--- src/rtl/hazard_scoreboard_if.sv ---
// Issue-side bundle between the decode stage and the hazard scoreboard.
// The master drives the ID-stage instruction and flush; the slave returns stall and forwarding selects.
interface hazard_scoreboard_if #(
    parameter int AW = 5,
    parameter int LW = 2,
    parameter int SW = 2,
    parameter int CW = 16
);
    logic          issue_valid;
    logic [AW-1:0] issue_rs1;
    logic [AW-1:0] issue_rs2;
    logic          issue_rs1_used;
    logic          issue_rs2_used;
    logic          issue_we;
    logic [AW-1:0] issue_rd;
    logic [LW-1:0] issue_lat;
    logic          flush;
    logic          stall;
    logic [SW-1:0] fwd_a;
    logic [SW-1:0] fwd_b;
    logic [CW-1:0] stall_cycles;

    modport master (
        output issue_valid, issue_rs1, issue_rs2, issue_rs1_used, issue_rs2_used,
        output issue_we, issue_rd, issue_lat, flush,
        input  stall, fwd_a, fwd_b, stall_cycles
    );

    modport slave (
        input  issue_valid, issue_rs1, issue_rs2, issue_rs1_used, issue_rs2_used,
        input  issue_we, issue_rd, issue_lat, flush,
        output stall, fwd_a, fwd_b, stall_cycles
    );
endinterface

--- src/rtl/hazard_scoreboard.sv ---
// Per-register scoreboard tracking in-flight writers: raises stall on unresolved RAW hazards
// and selects the forwarding stage once a producer's result is available.
module hazard_scoreboard #(
    parameter int NREG      = 32,
    parameter int DEPTH     = 3,
    parameter int MAX_LAT   = 2,
    parameter int FLUSH_AGE = 1,
    parameter int CW        = 16
) (
    input logic                clk,
    input logic                rst,
    hazard_scoreboard_if.slave sb
);
    localparam int SW = $clog2(DEPTH + 1);
    localparam int LW = $clog2(MAX_LAT + 1);

    logic [NREG-1:0] busy_q, busy_d;
    logic [SW-1:0]   age_q [NREG];
    logic [SW-1:0]   age_d [NREG];
    logic [LW-1:0]   rem_q [NREG];
    logic [LW-1:0]   rem_d [NREG];
    logic [CW-1:0]   stall_cycles_q, stall_cycles_d;

    logic          haz_a, haz_b, ready_a, ready_b;
    logic          stall, accept;
    logic [LW-1:0] lat_clamped, rem_new;

    // A source is ready to forward once its producer's remaining latency has reached zero.
    always_comb begin
        haz_a   = sb.issue_rs1_used && (sb.issue_rs1 != '0) && busy_q[sb.issue_rs1]
                  && (rem_q[sb.issue_rs1] != '0);
        haz_b   = sb.issue_rs2_used && (sb.issue_rs2 != '0) && busy_q[sb.issue_rs2]
                  && (rem_q[sb.issue_rs2] != '0);
        ready_a = sb.issue_rs1_used && (sb.issue_rs1 != '0) && busy_q[sb.issue_rs1]
                  && (rem_q[sb.issue_rs1] == '0);
        ready_b = sb.issue_rs2_used && (sb.issue_rs2 != '0) && busy_q[sb.issue_rs2]
                  && (rem_q[sb.issue_rs2] == '0);
        stall   = sb.issue_valid && (haz_a || haz_b) && !sb.flush;
        accept  = sb.issue_valid && !stall && !sb.flush;
    end

    assign sb.stall        = stall;
    assign sb.fwd_a        = ready_a ? age_q[sb.issue_rs1] : '0;
    assign sb.fwd_b        = ready_b ? age_q[sb.issue_rs2] : '0;
    assign sb.stall_cycles = stall_cycles_q;

    always_comb begin
        lat_clamped = (sb.issue_lat > LW'(MAX_LAT)) ? LW'(MAX_LAT) : sb.issue_lat;
        rem_new     = (lat_clamped == '0) ? '0 : lat_clamped - LW'(1);
    end

    always_comb begin
        // NOTE: every next-state signal gets a default first so no path leaves it unassigned and infers a latch.
        busy_d = busy_q;
        age_d  = age_q;
        rem_d  = rem_q;
        for (int r = 1; r < NREG; r++) begin
            if (busy_q[r]) begin
                if ((sb.flush && (age_q[r] <= SW'(FLUSH_AGE))) || (age_q[r] == SW'(DEPTH))) begin
                    busy_d[r] = 1'b0;
                    age_d[r]  = '0;
                    rem_d[r]  = '0;
                end else begin
                    age_d[r] = age_q[r] + SW'(1);
                    rem_d[r] = (rem_q[r] == '0) ? '0 : rem_q[r] - LW'(1);
                end
            end
        end
        // The youngest writer replaces whatever the older entry for rd was doing this cycle.
        if (accept && sb.issue_we && (sb.issue_rd != '0)) begin
            busy_d[sb.issue_rd] = 1'b1;
            age_d[sb.issue_rd]  = SW'(1);
            rem_d[sb.issue_rd]  = rem_new;
        end
        busy_d[0] = 1'b0;

        stall_cycles_d = stall_cycles_q;
        if (stall && (stall_cycles_q != '1)) stall_cycles_d = stall_cycles_q + CW'(1);
    end

    always_ff @(posedge clk or posedge rst) begin
        if (rst) begin
            busy_q         <= '0;
            stall_cycles_q <= '0;
            // NOTE: the age/rem arrays are reset too, so no stale entry can outlive a reset.
            for (int r = 0; r < NREG; r++) begin
                age_q[r] <= '0;
                rem_q[r] <= '0;
            end
        end else begin
            // NOTE: non-blocking assignments keep every flop sampling pre-edge values.
            busy_q         <= busy_d;
            age_q          <= age_d;
            rem_q          <= rem_d;
            stall_cycles_q <= stall_cycles_d;
        end
    end
endmodule

--- src/flat_wrapper.sv ---
// flat-port wrapper written by rule: the top's interface ports become plain ports
module hazard_scoreboard_flat 
#(
    parameter int NREG      = 32,
    parameter int DEPTH     = 3,
    parameter int MAX_LAT   = 2,
    parameter int FLUSH_AGE = 1,
    parameter int CW        = 16
)
  (clk, rst, sb_issue_valid, sb_issue_rs1, sb_issue_rs2, sb_issue_rs1_used, sb_issue_rs2_used, sb_issue_we, sb_issue_rd, sb_issue_lat, sb_flush, sb_stall, sb_fwd_a, sb_fwd_b, sb_stall_cycles);
  hazard_scoreboard_if #(.CW(CW)) sb_i ();
  input logic clk;
  input logic rst;
  input wire logic [$bits(sb_i.issue_valid)-1:0] sb_issue_valid;
  input wire logic [$bits(sb_i.issue_rs1)-1:0] sb_issue_rs1;
  input wire logic [$bits(sb_i.issue_rs2)-1:0] sb_issue_rs2;
  input wire logic [$bits(sb_i.issue_rs1_used)-1:0] sb_issue_rs1_used;
  input wire logic [$bits(sb_i.issue_rs2_used)-1:0] sb_issue_rs2_used;
  input wire logic [$bits(sb_i.issue_we)-1:0] sb_issue_we;
  input wire logic [$bits(sb_i.issue_rd)-1:0] sb_issue_rd;
  input wire logic [$bits(sb_i.issue_lat)-1:0] sb_issue_lat;
  input wire logic [$bits(sb_i.flush)-1:0] sb_flush;
  output wire logic [$bits(sb_i.stall)-1:0] sb_stall;
  output wire logic [$bits(sb_i.fwd_a)-1:0] sb_fwd_a;
  output wire logic [$bits(sb_i.fwd_b)-1:0] sb_fwd_b;
  output wire logic [$bits(sb_i.stall_cycles)-1:0] sb_stall_cycles;
  assign sb_i.issue_valid = sb_issue_valid;
  assign sb_i.issue_rs1 = sb_issue_rs1;
  assign sb_i.issue_rs2 = sb_issue_rs2;
  assign sb_i.issue_rs1_used = sb_issue_rs1_used;
  assign sb_i.issue_rs2_used = sb_issue_rs2_used;
  assign sb_i.issue_we = sb_issue_we;
  assign sb_i.issue_rd = sb_issue_rd;
  assign sb_i.issue_lat = sb_issue_lat;
  assign sb_i.flush = sb_flush;
  assign sb_stall = sb_i.stall;
  assign sb_fwd_a = sb_i.fwd_a;
  assign sb_fwd_b = sb_i.fwd_b;
  assign sb_stall_cycles = sb_i.stall_cycles;
  hazard_scoreboard #(.NREG(NREG), .DEPTH(DEPTH), .MAX_LAT(MAX_LAT), .FLUSH_AGE(FLUSH_AGE), .CW(CW)) u_core (.clk(clk), .rst(rst), .sb(sb_i));
endmodule
--- config.mk ---
export PLATFORM = sky130hd
export DESIGN_NAME = hazard_scoreboard_flat
export DESIGN_NICKNAME = d
export VERILOG_FILES = /design/src/rtl/hazard_scoreboard_if.sv /design/src/rtl/hazard_scoreboard.sv /design/src/flat_wrapper.sv
export SDC_FILE = /design/constraint.sdc
export NUM_CORES = 1
export LEC_CHECK = 0
export ABC_AREA = 1
export CORE_UTILIZATION = 42
export CTS_CLUSTER_DIAMETER = 50
export DETAILED_ROUTE_END_ITERATION = 7
export HOLD_SLACK_MARGIN = 0.12
export MAX_ROUTING_LAYER = met4
export SLEW_MARGIN = 20
export SYNTH_ARGS = -nofsm -noshare
export SYNTH_HDL_FRONTEND = slang
export SYNTH_SLANG_ARGS = --single-unit
--- constraint.sdc ---
create_clock -name clk -period 10.15 [get_ports clk]
set_clock_uncertainty 0.15 [all_clocks]
set_input_delay 2.03 -clock clk [delete_from_list [all_inputs] [get_ports clk]]
set_output_delay 2.03 -clock clk [all_outputs]
set_load 0.02 [all_outputs]
==> results.toml, run 1 <==
[finish]
nFillCells = 3211
drive_gt1_frac = 0.0462
post-route-util = 0.464
syn2layout_area_growth_pct = 8.75
layout_commonest_cell = "nand2_1"
num_antenna_cells = 0
mostFrequentLayoutCells = "nand2_1 (790), inv_1 (305), nor2_1 (234), o21ai_0 (212), dfrtp_1 (175)"
multi_input_area_um2 = 6930
fin_area_um2 = 14200
regArea_um2 = 4380
nNetsFinal = 2175

[clocking]
hold_buffers = 0
cts_setup_buffers = 0
clkSlewWorstSetupHoldPaths_ns = 0.07
ctsLongestPathBuffers = 2
ctsResizeCount = 0
cts-root-buf = "clkbuf_16"
cts_buffers = 17
clock_latency_ns = 0.46
cts_tree = "done"
clock_sinks = 175
h-tree-depth = 4

[sta]
setup_slack_ns = 1.99
setup_viol = 0
tightest_slew_ns = 1.00
whs_ns = 0.258
hold_viol_final = 0
drv_slew = 0
fin_setup_tns_ns = 0
period_share = 0.804
max_freq_ghz = 0.123
maxSlewHeadroom = 0.329
fin_crit_ns = 8.16
rsz0062_at_grt = "no"

[worst_setup_path]
cp.arrival_ns = 5.98
r2r-start = "u_core.busy_q[18]"
crit_required_ns = 7.97
end_kind = "output pin"
cp_max_fo = 19
reg2reg_setup_slack_ns = 6.69
critPathKind = "input pin to output pin"
r2r_cells = 15
startpoint_type = "input pin"
regToRegEndpoint = "u_core.rem_q[7]"

[min_path]
worstHoldPathType = "flip-flop to flip-flop"
worstHoldPathCells = 0
min_to = "u_core.rem_q[63]"
min_from = "u_core.rem_q[63]"

[yosys]
synth_cell_types = 34
netlist_instances = 2156
netlist_area_um2 = 13000
ys_async_sr_fraction = 1.00
synth.avg_cell_area_um2 = 6.04
synth_flop_cell = "dfrtp_1"
ys_seq_area_frac = 0.336
syn_nets = 2181
ys.warnings.count = 0
synth_edf_count = 0
ys_ff_latch = 175

[floorplanning]
ios = 45
die_w_um = 178
rows = 64
fp.dieH_um = 178
core_area_um2 = 30500
dieArea_um2 = 31700
initial_core_util = 0.427

[drt]
dr.pass1.iters = 7
viasPerCell = 5.29
drt_iter0_drc = 1245
vias = 13500
wire_per_inst_um = 16.3
drc = 0
routed_wl_mm = 41.7
top_layer = "met4"
route.met2.wl_mm = 19.1
route.layer.met1.wl_mm = 18.7
postRouteAntennaNets = 0
wl_met3_mm = 2.64

[global_route]
grt_pass1_vias = 12400
grt-ovfl-total = 0
antenna_found_initial = 0
grt_pass1_wl_mm = 66.3
grt_max_degree = 87
grt_use_total = 0.279

[placement]
hpwl_mm = 27.9
port_buffers = 43
postPlaceCellArea_um2 = 13500
gp_congestion = 0.942
dp_slack_ns = 2.20

[status]
status = "finished clean"

[run]
drv_cap = 0

[pwr]
p_leak_nw = 7.72
power_density_nw_per_um2 = 172
peakVddDrop_uv = 123
report_power, final:
part | switching, mW | leakage [nW] | internal (mW)
clock network | 0.324 | 0.318 | 0.425
registers | 0.129 | 2.33 | 0.823
logic | 0.479 | 5.07 | 0.254
total | 0.932 | 7.72 | 1.50
stage by stage:
| stage | std cells | total power, mW |
|---|---|---|
| after floorplan | 2156 | 1.47 |
| after global placement | 2527 | 1.66 |
| after detailed placement | 2527 | 1.68 |
| after CTS | 2559 | 2.44 |
| after global routing | 2559 | 2.60 |
| final | 2559 | 2.43 |
critical path, stage by stage:
cell,delay (ns)
clkdlybuf4s50_1,0.93
nor2_4,0.66
inv_1,0.47
nor2_1,0.19
nor2_1,0.06
nand3_1,0.07
nand3_1,0.09
nand2_1,0.10
nand2_1,0.07
nand2_1,0.08
nand2_1,0.08
nand2_4,0.24
inv_2,0.09
nor3_1,0.14
clkdlybuf4s50_1,0.63
layer usage:
metal,global-route usage,up-vias
li1,-,6699
met1,0.367,6261
met2,0.433,497
met3,0.0384,92
met4,0.105,0
met5,-,-
logic make-up after synthesis:
kind of cell | count (synthesis) | synth area share
fa+ha+maj | 1 | 0.000961
flops | 175 | 0.336
xor+xnor | 14 | 0.00942
compound gates | 368 | 0.150
simple gates | 1200 | 0.372
buf+inv | 398 | 0.132
synthesized netlist by cell type (3+ instances only):
cell type  number  area share
nor3_1          9      0.0035
inv_1         307       0.089
dfrtp_1       175        0.34
buf_4           8      0.0046
or2_2          31       0.015
o21ai_0       212       0.082
o211ai_1       19       0.011
inv_2           9      0.0026
o21ai_1         5      0.0019
xor2_1         10      0.0067
nor2_2          6      0.0029
buf_6          20       0.017
nand2_1       790        0.23
o22ai_1        25       0.012
xnor2_1         4      0.0027
a21oi_1        99       0.038
nand4_1        19      0.0091
nor2_1        234       0.067
o221ai_1        6      0.0040
nand3_1       101       0.039
buf_2          26       0.010
buf_1           3     0.00086
nand2_4         3      0.0026
clkbuf_1       22      0.0063
sequential cells by signal, indices dropped and copies added (netlist names):
register / cells
u_core.age_q: 64
u_core.rem_q: 64
u_core.sb.stall_cycles: 16
u_core.busy_q: 31
final cells by class:
cell class,count,share of cell area
Multi-Input combinational cell,1583,0.489
Sequential cell,175,0.309
Inverter,318,0.0847
Timing Repair Buffer,55,0.0364
Tap cell,396,0.0350
Clock buffer,18,0.0310
Clock inverter,14,0.0143
worst max path at each step:
stage                          startpoint              end  slack [ns]  cells past startpoint
after floorplan                       rst  u_core.age_q[0]        3.22                      1
after global routing      sb_issue_rs2[0]         sb_stall        1.83                     12
after CTS                 sb_issue_rs2[0]         sb_stall        2.18                     15
after detailed placement  sb_issue_rs2[0]         sb_stall        2.20                     15
final                     sb_issue_rs2[0]         sb_stall        1.99                     15
after global placement    sb_issue_rs2[0]         sb_stall        2.20                     12
Power figures use the tool's default switching activity.
==> run 2: changes to the inputs <==
clock period = 6.6 ns   (was 10.15 ns; I/O delays follow)
==> results.toml, run 2 (synthesis gave the netlist of run 1 again) <==
[drt]
viasPerCell = 5.28
vias = 13600
drt_iter0_drc = 1207
drc = 0
routed_wl_mm = 42.1
wire_per_inst_um = 16.4
dr.pass1.iters = 7
postRouteAntennaNets = 0

[floorplanning]
dieArea_um2 = 31700
fp.dieH_um = 178
die_w_um = 178
rows = 64
ios = 45
initial_core_util = 0.427
core_area_um2 = 30500

[clocking]
ctsLongestPathBuffers = 2
cts_setup_buffers = 0
h-tree-depth = 4
clock_sinks = 175
cts_buffers = 17
hold_buffers = 0
clock_latency_ns = 0.46
cts_tree = "done"
ctsResizeCount = 0
cts-root-buf = "clkbuf_16"
clkSlewWorstSetupHoldPaths_ns = 0.07

[pwr]
peakVddDrop_uv = 181
power_mw = 3.64
power_density_nw_per_um2 = 256
p_leak_nw = 7.77

[status]
status = "finished clean"

[finish]
nNetsFinal = 2190
mostFrequentLayoutCells = "nand2_1 (790), inv_1 (306), nor2_1 (234), o21ai_0 (212), dfrtp_1 (175)"
top_regs = "u_core.age_q x64, u_core.rem_q x64, u_core.busy_q x31"
layout_commonest_cell = "nand2_1"
drive_gt1_frac = 0.0524
syn2layout_area_growth_pct = 9.33
num_antenna_cells = 0

[sta]
period_share = 0.948
drv_slew = 0
tightest_slew_ns = 0.830
setup_viol = 0
fin_crit_ns = 6.26
hold_viol_final = 0
rsz0062_at_grt = "no"
fin_setup_tns_ns = 0
maxSlewHeadroom = 0.446
max_freq_ghz = 0.160

[global_route]
grt-ovfl-total = 0
grt_use_total = 0.280
grt-busiest-layer = "met2"
grt_util_met2 = 0.429
grt_pass1_vias = 12200
antenna_found_initial = 0
grt_pass1_wl_mm = 66.3
gr-usage-met1 = 0.373
gr-usage-met3 = 0.0367
grt_max_degree = 97

[worst_setup_path]
end_kind = "output pin"
crit_required_ns = 5.13
r2r-start = "u_core.rem_q[10]"
startpoint_type = "input pin"
cp_max_fo = 19
cp.arrival_ns = 4.79
r2r_cells = 14
regToRegEndpoint = "u_core.rem_q[14]"
reg2reg_setup_slack_ns = 3.67
critPathKind = "input pin to output pin"

[placement]
hpwl_mm = 28.9
gp_congestion = 0.961
port_buffers = 43

[run]
drv_cap = 0

[min_path]
worstHoldPathCells = 0
min_to = "u_core.age_q[63]"
min_from = "u_core.age_q[63]"
worstHoldPathType = "flip-flop to flip-flop"
## run 2: cell types whose count changed in the layout (fill, tap and decap cells not counted), moves of 2 or more
cell / change
buf_12: +3
buf_4: +12
bufinv_16: -3
clkinv_4: +2
## run 2: worst max-delay path by stage
stage / start / slack (ns) / depth (start not counted) / end
after detailed placement: sb_issue_rs1[1] / 0.38 / 13 / sb_stall
after floorplan: rst / 0.38 / 1 / u_core.age_q[0]
final: sb_issue_rs1[1] / 0.34 / 13 / sb_stall
after global placement: sb_issue_rs1[1] / 0.50 / 13 / sb_stall
after CTS: sb_issue_rs1[1] / 0.35 / 13 / sb_stall
after global routing: sb_issue_rs1[1] / 0.17 / 14 / sb_stall
## run 2: worst max-delay path, stage by stage
cell and delay, ns:
clkdlybuf4s50_1 0.69, inv_2 0.34, nand2_1 0.43, o21ai_0 0.30, nor2_1 0.08, nor2_1 0.16, nor2_1 0.07, nor2_1 0.13
nand2_1 0.10, nand2_4 0.24, inv_2 0.09, nor3_1 0.17, clkdlybuf4s50_1 0.65
## run 2: power breakdown
part	total, mW	leakage [nW]	switching, mW	internal, mW
clock network	1.03	0.279	0.496	0.537
registers	1.47	2.33	0.202	1.27
logic	1.14	5.16	0.741	0.399
## run 2: area by class of cell
cell class	instances	area, µm²
multi-input combinational	1583	6930
clock buffer	18	439
tap	396	495
inverter	318	1200
fill	3210	16300
sequential	175	4380
clock inverter	13	129
timing repair buffer	70	666
## run 2: metal layers
layer  vias up  part of all wire
li1       6730                 -
met1      6260              0.44
met2       499              0.46
met3        99             0.061
met4         0             0.035
met5         -                 0
## run 2: through the flow
stage | instance area, µm² | instances | util | hold WS (ns) | setup slack [ns]
3_5_place_dp | 13700 | 2542 | 0.448 | 0.242 | 0.382
2_1_floorplan | 13000 | 2156 | - | 0.301 | 0.385
4_1_cts | 14200 | 2573 | 0.466 | 0.259 | 0.353
3_3_place_gp | 13700 | 2542 | 0.448 | 0.240 | 0.502
6_report | 14200 | 2573 | 0.466 | 0.256 | 0.344
5_1_grt | 14200 | 2573 | 0.466 | 0.269 | 0.172
==> run 3: changes to the inputs <==
ABC_CLOCK_PERIOD_IN_PS = 6600   (was default)
CORE_ASPECT_RATIO = 1.25   (was default)
==> results.toml, run 3 (synthesis gave the netlist of run 1 again) <==
[status]
status = "finished clean"

[worst_setup_path]
slowest_delay_ns = 0.75
cpMostUsedCell = "nor2_1"
cp.arrival_ns = 4.61
end_kind = "output pin"
cp_cell_sequence = "clkdlybuf4s50_1, inv_2, buf_4, nand2_4, nor2_1, nor2_1, nand3_1, nand3_1, nand2_1, nor2_1, nor2_1, nand3_1, nor3_1, clkdlybuf4s50_1"
crit_required_ns = 5.13
cpMaxStageDelayCell = "clkdlybuf4s50_1"
cp_max_fo = 12
crit_buf_inv = 4
cp_top_family = "buffers and inverters"
startpoint_type = "input pin"
critPathKind = "input pin to output pin"

[pwr]
clockPowerShare = 0.289
pwr-share-seq = 0.398
p_sw_mw = 1.45
pwr-share-comb = 0.312
internal-power_mw = 2.21
power_density_nw_per_um2 = 256
sw_frac_of_total = 0.396
p_leak_nw = 7.80
peakVddDrop_uv = 152
power_mw = 3.66

[floorplanning]
dieArea_um2 = 31700
rows = 71
core_area_um2 = 30300
fp.dieH_um = 199
die_w_um = 159
ios = 45
initial_core_util = 0.430

[drt]
wl_met3_mm = 2.65
wire_per_inst_um = 16.3
viasPerCell = 5.22
drc = 0
postRouteAntennaNets = 0
routed_wl_mm = 42.2
drt_iter0_drc = 1276
route.layer.met1.wl_mm = 18.3
vias = 13500
top_layer = "met4"
route.met2.wl_mm = 19.9
dr.pass1.iters = 6

[finish]
top_regs = "u_core.age_q x64, u_core.rem_q x64, u_core.busy_q x31"
mostFrequentLayoutCells = "nand2_1 (790), inv_1 (305), nor2_1 (234), o21ai_0 (212), dfrtp_1 (175)"
nFillCells = 3211
num_antenna_cells = 0
nNetsFinal = 2195
drive_gt1_frac = 0.0550
final_cells = 2584
layout_commonest_cell = "nand2_1"
syn2layout_area_growth_pct = 9.89

[clocking]
hold_buffers = 0
cts_tree = "done"
cts-root-buf = "clkbuf_16"
cts_buffers = 17
cts_setup_buffers = 0
h-tree-depth = 4
clock_latency_ns = 0.46
clock_sinks = 175
clkSlewWorstSetupHoldPaths_ns = 0.07
ctsLongestPathBuffers = 2
ctsResizeCount = 0

[sta]
fin_setup_tns_ns = 0
fin_crit_ns = 6.08
setup_viol = 0
maxSlewHeadroom = 0.430
drv_slew = 0
hold_viol_final = 0
whs_ns = 0.256
tightest_slew_ns = 0.854
max_freq_ghz = 0.164
rsz0062_at_grt = "no"
period_share = 0.921
setup_slack_ns = 0.519

[global_route]
antenna_found_initial = 0
grt_use_total = 0.280
grt_pass1_vias = 12700
grt_max_degree = 156
grt-ovfl-total = 0
grt_pass1_wl_mm = 67.2

[min_path]
worstHoldPathType = "flip-flop to flip-flop"

[placement]
dp_slack_ns = 0.590
dp_cells = 2552
hpwl_mm = 29.1
port_buffers = 43
gp_congestion = 0.974

[run]
drv_cap = 0
[run 3: path summary, 6_finish.rpt]
check,startpoint,to,slack (ns),cells after the start
setup / recovery,sb_issue_rs1[0],sb_fwd_a[1],0.52,14
hold / removal,u_core.age_q[63],u_core.age_q[63],0.26,0
setup reg to reg,u_core.rem_q[35],u_core.rem_q[38],3.66,13
hold reg to reg,u_core.age_q[63],u_core.age_q[63],0.26,0
max in group asynchronous,rst,u_core.age_q[13],4.04,3
min in group asynchronous,rst,u_core.age_q[49],1.22,2
[run 3: power groups by stage]
stage,clock [mW],sequential (mW),combinational [mW]
floorplan,0,1.42,0.844
global placement,0,1.47,1.10
detailed placement,0,1.47,1.13
CTS,1.08,1.46,1.14
global route,1.11,1.48,1.30
finish,1.06,1.46,1.14
[run 3: through the flow]
step	util	instance area [µm²]
after floorplan	-	13000
after global placement	0.453	13700
after detailed placement	0.453	13700
after CTS	0.472	14300
after global routing	0.472	14300
final	0.472	14300
[run 3: final cells by class]
class                   instances  area, µm²  area share
multi-input cells            1583       6930       0.484
flip-flops and latches        175       4380       0.306
inverters                     318       1200      0.0838
repair buffers                 75        716      0.0500
well taps                     401        502      0.0351
clock buffers                  18        439      0.0307
clock inverters                14        145      0.0101
[run 3: per-layer routing]
layer	vias up	global-route usage
li1	6730	-
met1	6203	0.345
met2	452	0.461
met3	95	0.0400
met4	0	0.117
met5	-	-
